$ cat src/rtl/fcvtsw_pipe.sv
// rtl/fcvtsw_pipe.sv - 3-stage signed int32 to float32 converter (fcvt.s.w) with global stall
// Optional macro FCVTSW_INEXACT_EN adds a pipelined inexact flag output.
module fcvtsw_pipe #(
  parameter int RNE = 0
) (
  input  logic        clk,
  input  logic        rstn,
  input  logic        in_valid,
  output logic        in_ready,
  input  logic [31:0] x,
  output logic        out_valid,
  input  logic        out_ready,
  output logic [31:0] y
`ifdef FCVTSW_INEXACT_EN
  ,
  output logic        inexact
`endif
);

  logic stall;
  assign stall    = out_valid && !out_ready;
  assign in_ready = !stall;

  // Position of the highest set bit, expressed as leading zeros; 0 for v == 0.
  function automatic logic [4:0] lzc(input logic [31:0] v);
    logic [4:0] n;
    n = 5'd0;
    for (int i = 0; i < 32; i++) begin
      if (v[i]) n = 5'(31 - i);
    end
    return n;
  endfunction

  // Stage 1: sign, magnitude, zero flag
  logic        v1, s1, z1;
  logic [31:0] mag1;
  logic [31:0] mag_d;

  assign mag_d = x[31] ? (~x + 32'd1) : x;

  always_ff @(posedge clk or negedge rstn) begin
    if (!rstn) begin
      v1   <= 1'b0;
      s1   <= 1'b0;
      z1   <= 1'b0;
      mag1 <= 32'd0;
    end else if (!stall) begin
      v1   <= in_valid;
      s1   <= x[31];
      z1   <= (x == 32'd0);
      mag1 <= mag_d;
    end
  end

  // Stage 2: normalize; the implicit leading one is dropped from the register
  logic        v2, s2, z2;
  logic [30:0] nrm2;
  logic [7:0]  e2;
  logic [4:0]  lz;
  logic [30:0] nrm_d;

  assign lz    = lzc(mag1);
  assign nrm_d = 31'(mag1 << lz);

  always_ff @(posedge clk or negedge rstn) begin
    if (!rstn) begin
      v2   <= 1'b0;
      s2   <= 1'b0;
      z2   <= 1'b0;
      nrm2 <= 31'd0;
      e2   <= 8'd0;
    end else if (!stall) begin
      v2   <= v1;
      s2   <= s1;
      z2   <= z1;
      nrm2 <= nrm_d;
      e2   <= 8'd158 - {3'd0, lz};
    end
  end

  // Stage 3: round and pack
  logic [22:0] man;
  logic        g, st, up;
  logic [23:0] sum;
  logic [7:0]  e3;
  logic [31:0] y_d;

  assign man = nrm2[30:8];
  assign g   = nrm2[7];
  assign st  = |nrm2[6:0];
  assign up  = (RNE != 0) ? (g && (st || man[0])) : g;
  assign sum = {1'b0, man} + {23'd0, up};
  // A mantissa carry leaves sum[22:0] at zero, so only the exponent needs bumping.
  assign e3  = e2 + {7'd0, sum[23]};
  assign y_d = z2 ? 32'h0000_0000 : {s2, e3, sum[22:0]};

  always_ff @(posedge clk or negedge rstn) begin
    if (!rstn) begin
      out_valid <= 1'b0;
      y         <= 32'h0000_0000;
    end else if (!stall) begin
      out_valid <= v2;
      y         <= y_d;
    end
  end

`ifdef FCVTSW_INEXACT_EN
  always_ff @(posedge clk or negedge rstn) begin
    if (!rstn) begin
      inexact <= 1'b0;
    end else if (!stall) begin
      inexact <= g || st;
    end
  end
`endif

endmodule

$ cat config.mk
export PLATFORM = sky130hd
export DESIGN_NAME = fcvtsw_pipe
export DESIGN_NICKNAME = d
export VERILOG_FILES = /design/src/rtl/fcvtsw_pipe.sv
export SDC_FILE = /design/constraint.sdc
export NUM_CORES = 1
export LEC_CHECK = 0
export CORE_UTILIZATION = 45
export DETAILED_ROUTE_END_ITERATION = 8
export PLACE_DENSITY = 0.64
export SETUP_SLACK_MARGIN = 0.1
export SYNTH_ARGS = -nofsm -noshare
export SYNTH_HDL_FRONTEND = slang
export SYNTH_SLANG_ARGS = --single-unit
$ cat constraint.sdc
create_clock -name clk -period 4.45 [get_ports clk]
set_input_delay 0.89 -clock clk [delete_from_list [all_inputs] [get_ports clk]]
set_output_delay 0.89 -clock clk [all_outputs]
set_load 0.005 [all_outputs]
==> results of run 1 <==
[flip-flops by register name (all words and copies together), names as in the netlist, 8 cells and up]
signal,flops
e2,8
mag1,32
nrm2,24
y,32
[through the flow]
step                      hold WS [ns]  area, µm²  setup slack, ns  util [%]  total power [mW]
after floorplan                 0.4300       7233            1.220         -             3.292
after global placement          0.4413       8038           0.6731     52.10             4.186
after detailed placement        0.4559       8038           0.6086     52.10             4.222
after CTS                       0.4722       8344           0.6719     54.09             5.055
after global routing            0.4984       8344           0.3361     54.09             5.428
final                           0.4689       8344           0.6097     54.09             5.058
[kinds of logic (layout without fill, tap and decap cells)]
kind of cell,after synthesis,in the layout,synth area share [%]
compound gates,256,256,23.61
xor+xnor,59,59,7.144
fa+ha+maj,6,6,1.038
buf+inv,97,122,5.189
flops,103,103,35.63
mux,41,41,6.123
simple gates,332,332,21.26
[cells in the mapped netlist, types with 8 or more instances]
| master | n | area, µm² |
|---|---|---|
| nand4_1 | 13 | 81.33 |
| mux2i_1 | 27 | 270.3 |
| nand2_1 | 150 | 563.0 |
| a31oi_1 | 8 | 50.05 |
| mux2_2 | 11 | 123.9 |
| nand3_1 | 29 | 145.1 |
| o211ai_1 | 15 | 112.6 |
| o31ai_1 | 21 | 157.7 |
| nor3_1 | 21 | 105.1 |
| nor2_1 | 59 | 221.5 |
| or4_1 | 8 | 60.06 |
| clkbuf_1 | 68 | 255.2 |
| inv_1 | 18 | 67.56 |
| xor2_1 | 43 | 376.6 |
| nor4_1 | 12 | 75.07 |
| a22oi_1 | 12 | 90.09 |
| xnor2_1 | 16 | 140.1 |
| and3_1 | 10 | 62.56 |
| dfrtp_1 | 103 | 2577 |
| o21ai_0 | 80 | 400.4 |
| a21oi_1 | 33 | 165.2 |
[layer usage]
metal / vias up / track usage, %
li1: 3295 / -
met3: 44 / 3.035
met4: 0 / 11.28
met1: 3258 / 33.60
met2: 232 / 43.12
met5: - / 0
[power by group through the flow]
stage          Clock (mW)  Combinational [mW]  Sequential [mW]
2_1_floorplan           0                1.78             1.51
3_3_place_gp            0                2.50             1.68
3_5_place_dp            0                2.51             1.71
4_1_cts             0.843                2.52             1.69
5_1_grt             0.881                2.80             1.75
6_report            0.825                2.54             1.70
[how the worst max path moves through the flow]
stage,to,cells after the start,from
finish,nrm2[26],9,mag1[11]
global route,nrm2[27],10,mag1[7]
CTS,nrm2[26],9,mag1[11]
detailed placement,mag1[27],8,x[6]
global placement,mag1[27],8,x[6]
floorplan,nrm2[26],11,mag1[16]
[critical path: stages, from the launching register on]
cell and delay [ns]:
dfrtp_1 0.49, nor4_1 0.56, o211ai_2 0.38, a21oi_2 0.32, nand2b_4 0.38, mux2_4 0.33
a222oi_1 0.52, nor3_1 0.09, or4_1 0.49, o22a_1 0.17
[cell type report]
type / instances / area share [%]
sequential: 103 / 30.89
inverter: 19 / 0.8547
tap: 211 / 3.164
clock buffer: 11 / 3.029
clock inverter: 4 / 0.6448
multi-input combinational: 694 / 51.46
timing repair buffer: 88 / 9.957
==> load_flow_metrics.sql, run 1 <==
INSERT INTO impl_metrics (metric_group, metric, value, unit) VALUES
('outcome', 'outcome', 'completed', ''),
('power_and_ir_drop', 'share_seq_of_total_power', '33.5', '%'),
('clocking', 'cts_max_level', '3', ''),
('clocking', 'cts_tree', 'yes', ''),
('route', 'detail_route.iter0.violations', '502', ''),
('route', 'detail-route-antenna-nets', '0', ''),
('timing', 'maxSlewViolCount', '0', ''),
('route', 'detail_route.drc_violations', '0', ''),
('floorplan', 'floorplan.initialDensity', '46.89', '%'),
('route', 'top_layer', 'met4', ''),
('worst_hold_path', 'holdPathEnd', 'v2', ''),
('power_and_ir_drop', 'p_leak', '3.330', 'nW'),
('power_and_ir_drop', 'switching_fraction_of_total_power', '43.11', '%'),
('grt', 'grt_remaining_overflow', '0', ''),
('clocking', 'clock-sinks', '103', ''),
('critical_path', 'timing.critical_path.to_type', 'flip-flop', ''),
('placement', 'placement.io_buffers', '69', ''),
('clocking', 'cts-buffers-inserted', '9', ''),
('cells_and_area', 'final_nets', '957', ''),
('route', 'route.met2.wl', '9656', 'µm'),
('floorplan', 'die_x', '128.8', 'µm'),
('timing', 'timing.final.hold_violations', '0', ''),
('clocking', 'post_cts_resized', '0', ''),
('grt', 'globalRouteTotalUtil', '25.77', '%'),
('power_and_ir_drop', 'p_int', '2.878', 'mW'),
('timing', 'setup-violations-final', '0', ''),
('timing', 'unrepaired_setup_endpoints_after_global_routing', 'false', ''),
('cells_and_area', 'multiInputGateArea', '4294', 'µm²'),
('route', 'postRouteWirelength', '20330', 'µm'),
('critical_path', 'data_required_time_at_the_worst_endpoint', '4.70', 'ns'),
('yosys', 'synth_edf_count', '0', ''),
('power_and_ir_drop', 'power_frac_comb', '50.2', '%'),
('power_and_ir_drop', 'power_density', '606.2', 'nW/µm²'),
('run', 'drv_cap', '0', ''),
('timing', 'timing.fmax', '260.4', 'MHz'),
('placement', 'finalWeightedCongestion', '0.9291', ''),
('critical_path', 'worstRegToRegCells', '9', ''),
('timing', 'finalWorstPathRequiredPeriod', '3.840', 'ns'),
('grt', 'grt_antenna_before_repair', '0', ''),
('power_and_ir_drop', 'power.ir.vdd_worst', '0.2475', 'mV'),
('floorplan', 'core', '15430', 'µm²'),
('route', 'wl_per_cell', '17.99', 'µm'),
('floorplan', 'pin_count', '70', ''),
('yosys', 'distinct_cells_synth', '68', ''),
('clocking', 'cts-hold-fix-buffers', '0', ''),
('clocking', 'clock_tree.buffer_depth', '2', ''),
('grt', 'pin_count_of_the_biggest_net_entering_global_routing', '75', ''),
('critical_path', 'cp_class', 'reg2reg', ''),
('timing', 'post-route-period-util', '86.30', '%'),
('cells_and_area', 'most-common-layout-cells', 'nand2_1, dfrtp_1, o21ai_0, clkdlybuf4s50_1, nor2_1', ''),
('clocking', 'cts_root_buffer', 'clkbuf_16', ''),
('yosys', 'synthesized_netlist_cell_count', '894', ''),
('critical_path', 'worst_r2r_startpoint', 'mag1[11]', ''),
('route', 'detail_route.wirelength.met1', '9226', 'µm'),
('critical_path', 'worstPathMaxFanout', '27', ''),
('critical_path', 'worst_ep_arrival_time', '4.09', 'ns'),
('yosys', 'synth_flop_cell', 'dfrtp_1', ''),
('yosys', 'mappedNetlistNets', '936', ''),
('grt', 'grt_first_pass_wirelength', '33400', 'µm'),
('route', 'detailroute.wirelength.met3', '846', 'µm'),
('power_and_ir_drop', 'clkPwrFrac', '16.3', '%'),
('worst_hold_path', 'worst_hold_path_cell_count', '2', ''),
('cells_and_area', 'leading_cell_type_in_the_layout_fill_and_taps_excluded', 'nand2_1', ''),
('floorplan', 'die-height', '128.8', 'µm'),
('timing', 'relative_max_transition_margin', '35.07', '%'),
('cells_and_area', 'antennaDiodeCount', '0', ''),
('floorplan', 'row_count', '45', ''),
('power_and_ir_drop', 'switching_power_of_the_nets', '2.181', 'mW'),
('route', 'drtPass1Iterations', '6', ''),
('cells_and_area', 'layout.area.seq', '2577', 'µm²'),
('worst_hold_path', 'hold_path.startpoint', 'v2', '');
No activity file was read; power rests on OpenSTA's default activity.
==> inputs of run 2 (changes only) <==
Settings changed: SLEW_MARGIN set to 10.
==> results of run 2 <==
No change in the layout: final DEF, timing and power equal those of run 1.
==> inputs of run 3 (changes only) <==
Settings changed: DONT_BUFFER_PORTS set to 1, PLACE_DENSITY 0.64 to 0.59.
==> run 3 against run 2 <==
  * Die area unchanged
  * Power down 6.2%
  * Global-route usage up 0.57 points
  * First-iteration DRC count fell by 6.6%
  * Largest power group unchanged
  * Critical path depth unchanged
==> load_flow_metrics.sql, run 3 (synthesis results as in run 1) <==
INSERT INTO impl_metrics (metric_group, metric, value, unit) VALUES
('outcome', 'outcome', 'completed', ''),
('critical_path', 'worst_ep_arrival_time', '4.03', 'ns'),
('power_and_ir_drop', 'power.ir.vdd_worst', '0.2534', 'mV'),
('floorplan', 'die_x', '128.8', 'µm'),
('clocking', 'cts-hold-fix-buffers', '0', ''),
('cells_and_area', 'leading_cell_type_in_the_layout_fill_and_taps_excluded', 'nand2_1', ''),
('cells_and_area', 'drive_above_1_share', '6.832', '%'),
('cells_and_area', 'top_regs', 'mag1: 32 flops, y: 32 flops, nrm2: 24 flops', ''),
('route', 'detail-route-antenna-nets', '0', ''),
('floorplan', 'floorplan.initialDensity', '46.89', '%'),
('route', 'drtPass1Iterations', '5', ''),
('clocking', 'clock_tree.buffer_depth', '2', ''),
('route', 'detail_route.iter0.violations', '469', ''),
('cells_and_area', 'area_growth', '5.605', '%'),
('timing', 'relative_max_transition_margin', '45.03', '%'),
('timing', 'unrepaired_setup_endpoints_after_global_routing', 'false', ''),
('clocking', 'clock_pin_slew_reported_for_the_worst_setup_and_hold_paths_after_clock_tree_synthesis', '0.08', 'ns'),
('power_and_ir_drop', 'p_leak', '3.049', 'nW'),
('clocking', 'clock-sinks', '103', ''),
('clocking', 'clk-insertion-delay-late', '0.36', 'ns'),
('clocking', 'cts_root_buffer', 'clkbuf_16', ''),
('timing', 'skew', '0.009792', 'ns'),
('timing', 'post-route-period-util', '85.05', '%'),
('grt', 'grt_first_pass_wirelength', '34040', 'µm'),
('route', 'postRouteWirelength', '20590', 'µm'),
('cells_and_area', 'fill_cells', '1582', ''),
('placement', 'placement.io_buffers', '0', ''),
('grt', 'grt_antenna_before_repair', '0', ''),
('timing', 'maxSlewViolCount', '0', ''),
('cells_and_area', 'finalInstanceArea', '7639', 'µm²'),
('clocking', 'cts_tree', 'yes', ''),
('critical_path', 'worstRegToRegCells', '9', ''),
('route', 'drt-vias-per-instance', '6.092', ''),
('placement', 'finalWeightedCongestion', '0.8809', ''),
('power_and_ir_drop', 'power_density', '620.9', 'nW/µm²'),
('timing', 'totalNegativeSetupSlack', '0', 'ns'),
('grt', 'grt_remaining_overflow', '0', ''),
('floorplan', 'row_count', '45', ''),
('route', 'wl_per_cell', '19.42', 'µm'),
('timing', 'timing.final.hold_violations', '0', ''),
('run', 'drv_cap', '0', ''),
('timing', 'tightestPinTransition', '0.8236', 'ns'),
('timing', 'timing.fmax', '264.2', 'MHz'),
('cells_and_area', 'final_nets', '886', ''),
('grt', 'globalRouteTotalUtil', '26.33', '%'),
('clocking', 'cts_setup_buffers', '0', ''),
('cells_and_area', 'most-common-layout-cells', 'nand2_1, dfrtp_1, o21ai_0, nor2_1, xor2_1', ''),
('timing', 'setup-violations-final', '0', ''),
('grt', 'pin_count_of_the_biggest_net_entering_global_routing', '104', ''),
('critical_path', 'data_required_time_at_the_worst_endpoint', '4.70', 'ns'),
('floorplan', 'die-height', '128.8', 'µm'),
('worst_hold_path', 'hp-class', 'in2async', ''),
('clocking', 'post_cts_resized', '0', ''),
('placement', 'place_hpwl', '15330', 'µm'),
('placement', 'placement.setup.worst_slack', '0.7098', 'ns'),
('cells_and_area', 'finish.utilization', '49.51', '%'),
('route', 'detail_route.drc_violations', '0', ''),
('clocking', 'cts-buffers-inserted', '9', ''),
('critical_path', 'crit_path_start_kind', 'flip-flop', ''),
('timing', 'fin_ws', '0.6654', 'ns'),
('route', 'routed-via-count', '6457', ''),
('floorplan', 'design.die.area', '16580', 'µm²'),
('critical_path', 'worstPathMaxFanout', '27', ''),
('timing', 'finalWorstPathRequiredPeriod', '3.785', 'ns'),
('cells_and_area', 'antennaDiodeCount', '0', ''),
('floorplan', 'pin_count', '70', ''),
('critical_path', 'timing.critical_path.to_type', 'flip-flop', ''),
('critical_path', 'cp_class', 'reg2reg', ''),
('floorplan', 'core', '15430', 'µm²'),
('clocking', 'cts_max_level', '3', ''),
('grt', 'number_of_global_route_vias_before_repair', '6282', ''),
('placement', 'dpl_cell_area', '7335', 'µm²');
-- run 3: cell types whose count changed in the layout (fill, tap and decap cells not counted), sizes merged --
cell | previous run | this run
buf | 20 | 17
bufinv | 1 | 0
clkbuf | 11 | 9
clkdlybuf4s50 | 68 | 0
clkinv | 1 | 5
clkinvlp | 1 | 0
inv | 20 | 21
-- run 3: area by class of cell --
| cell class | instances | area, µm² | area share, % |
|---|---|---|---|
| clock buffers | 9 | 225.2 | 2.948 |
| clock inverters | 7 | 78.83 | 1.032 |
| inverters | 19 | 71.32 | 0.9337 |
| multi-input cells | 694 | 4294 | 56.22 |
| flip-flops and latches | 103 | 2577 | 33.74 |
| well taps | 211 | 264.0 | 3.456 |
| repair buffers | 17 | 127.6 | 1.671 |
-- run 3: power by group --
part / leakage [nW] / switching [mW] / internal (mW) / total (mW)
combinational: 1.67 / 1.31 / 0.876 / 2.19
clock: 0.148 / 0.409 / 0.399 / 0.808
sequential: 1.23 / 0.461 / 1.28 / 1.75
-- run 3: worst max-delay path, cell delays in order, from the launching register on --
cell	delay, ns
dfrtp_1	0.54
or4_1	0.58
o21a_1	0.35
a21oi_2	0.28
nand2b_4	0.37
mux2_4	0.33
a222oi_1	0.49
nor3_1	0.09
or4_1	0.48
o22a_1	0.16
-- run 3: path summary, 6_finish.rpt --
kind	slack, ns	endpoint	startpoint
setup / recovery	0.67	nrm2[26]	mag1[17]
max in group asynchronous	4.09	y[7]	rstn
hold / removal	0.22	y[31]	rstn
hold reg to reg	0.46	out_valid	v2
setup reg to reg	0.67	nrm2[26]	mag1[17]
min in group clk	0.46	out_valid	v2
-- run 3: per-stage QoR --
stage	power (mW)	hold WS [ns]	instances
5_1_grt	5.110	0.2024	1060
4_1_cts	4.755	0.2115	1060
6_report	4.743	0.2195	1060
3_3_place_gp	3.908	0.4406	1044
2_1_floorplan	3.292	0.4300	894
3_5_place_dp	3.936	0.4494	1044
-- run 3: metal layers --
layer / track usage, % / part of all wire (%) / vias up
li1: - / - / 3150
met1: 35.54 / 47 / 3070
met2: 43.69 / 47 / 208
met3: 3.035 / 4.1 / 29
met4: 9.135 / 2.2 / 0
met5: 0 / 0 / -
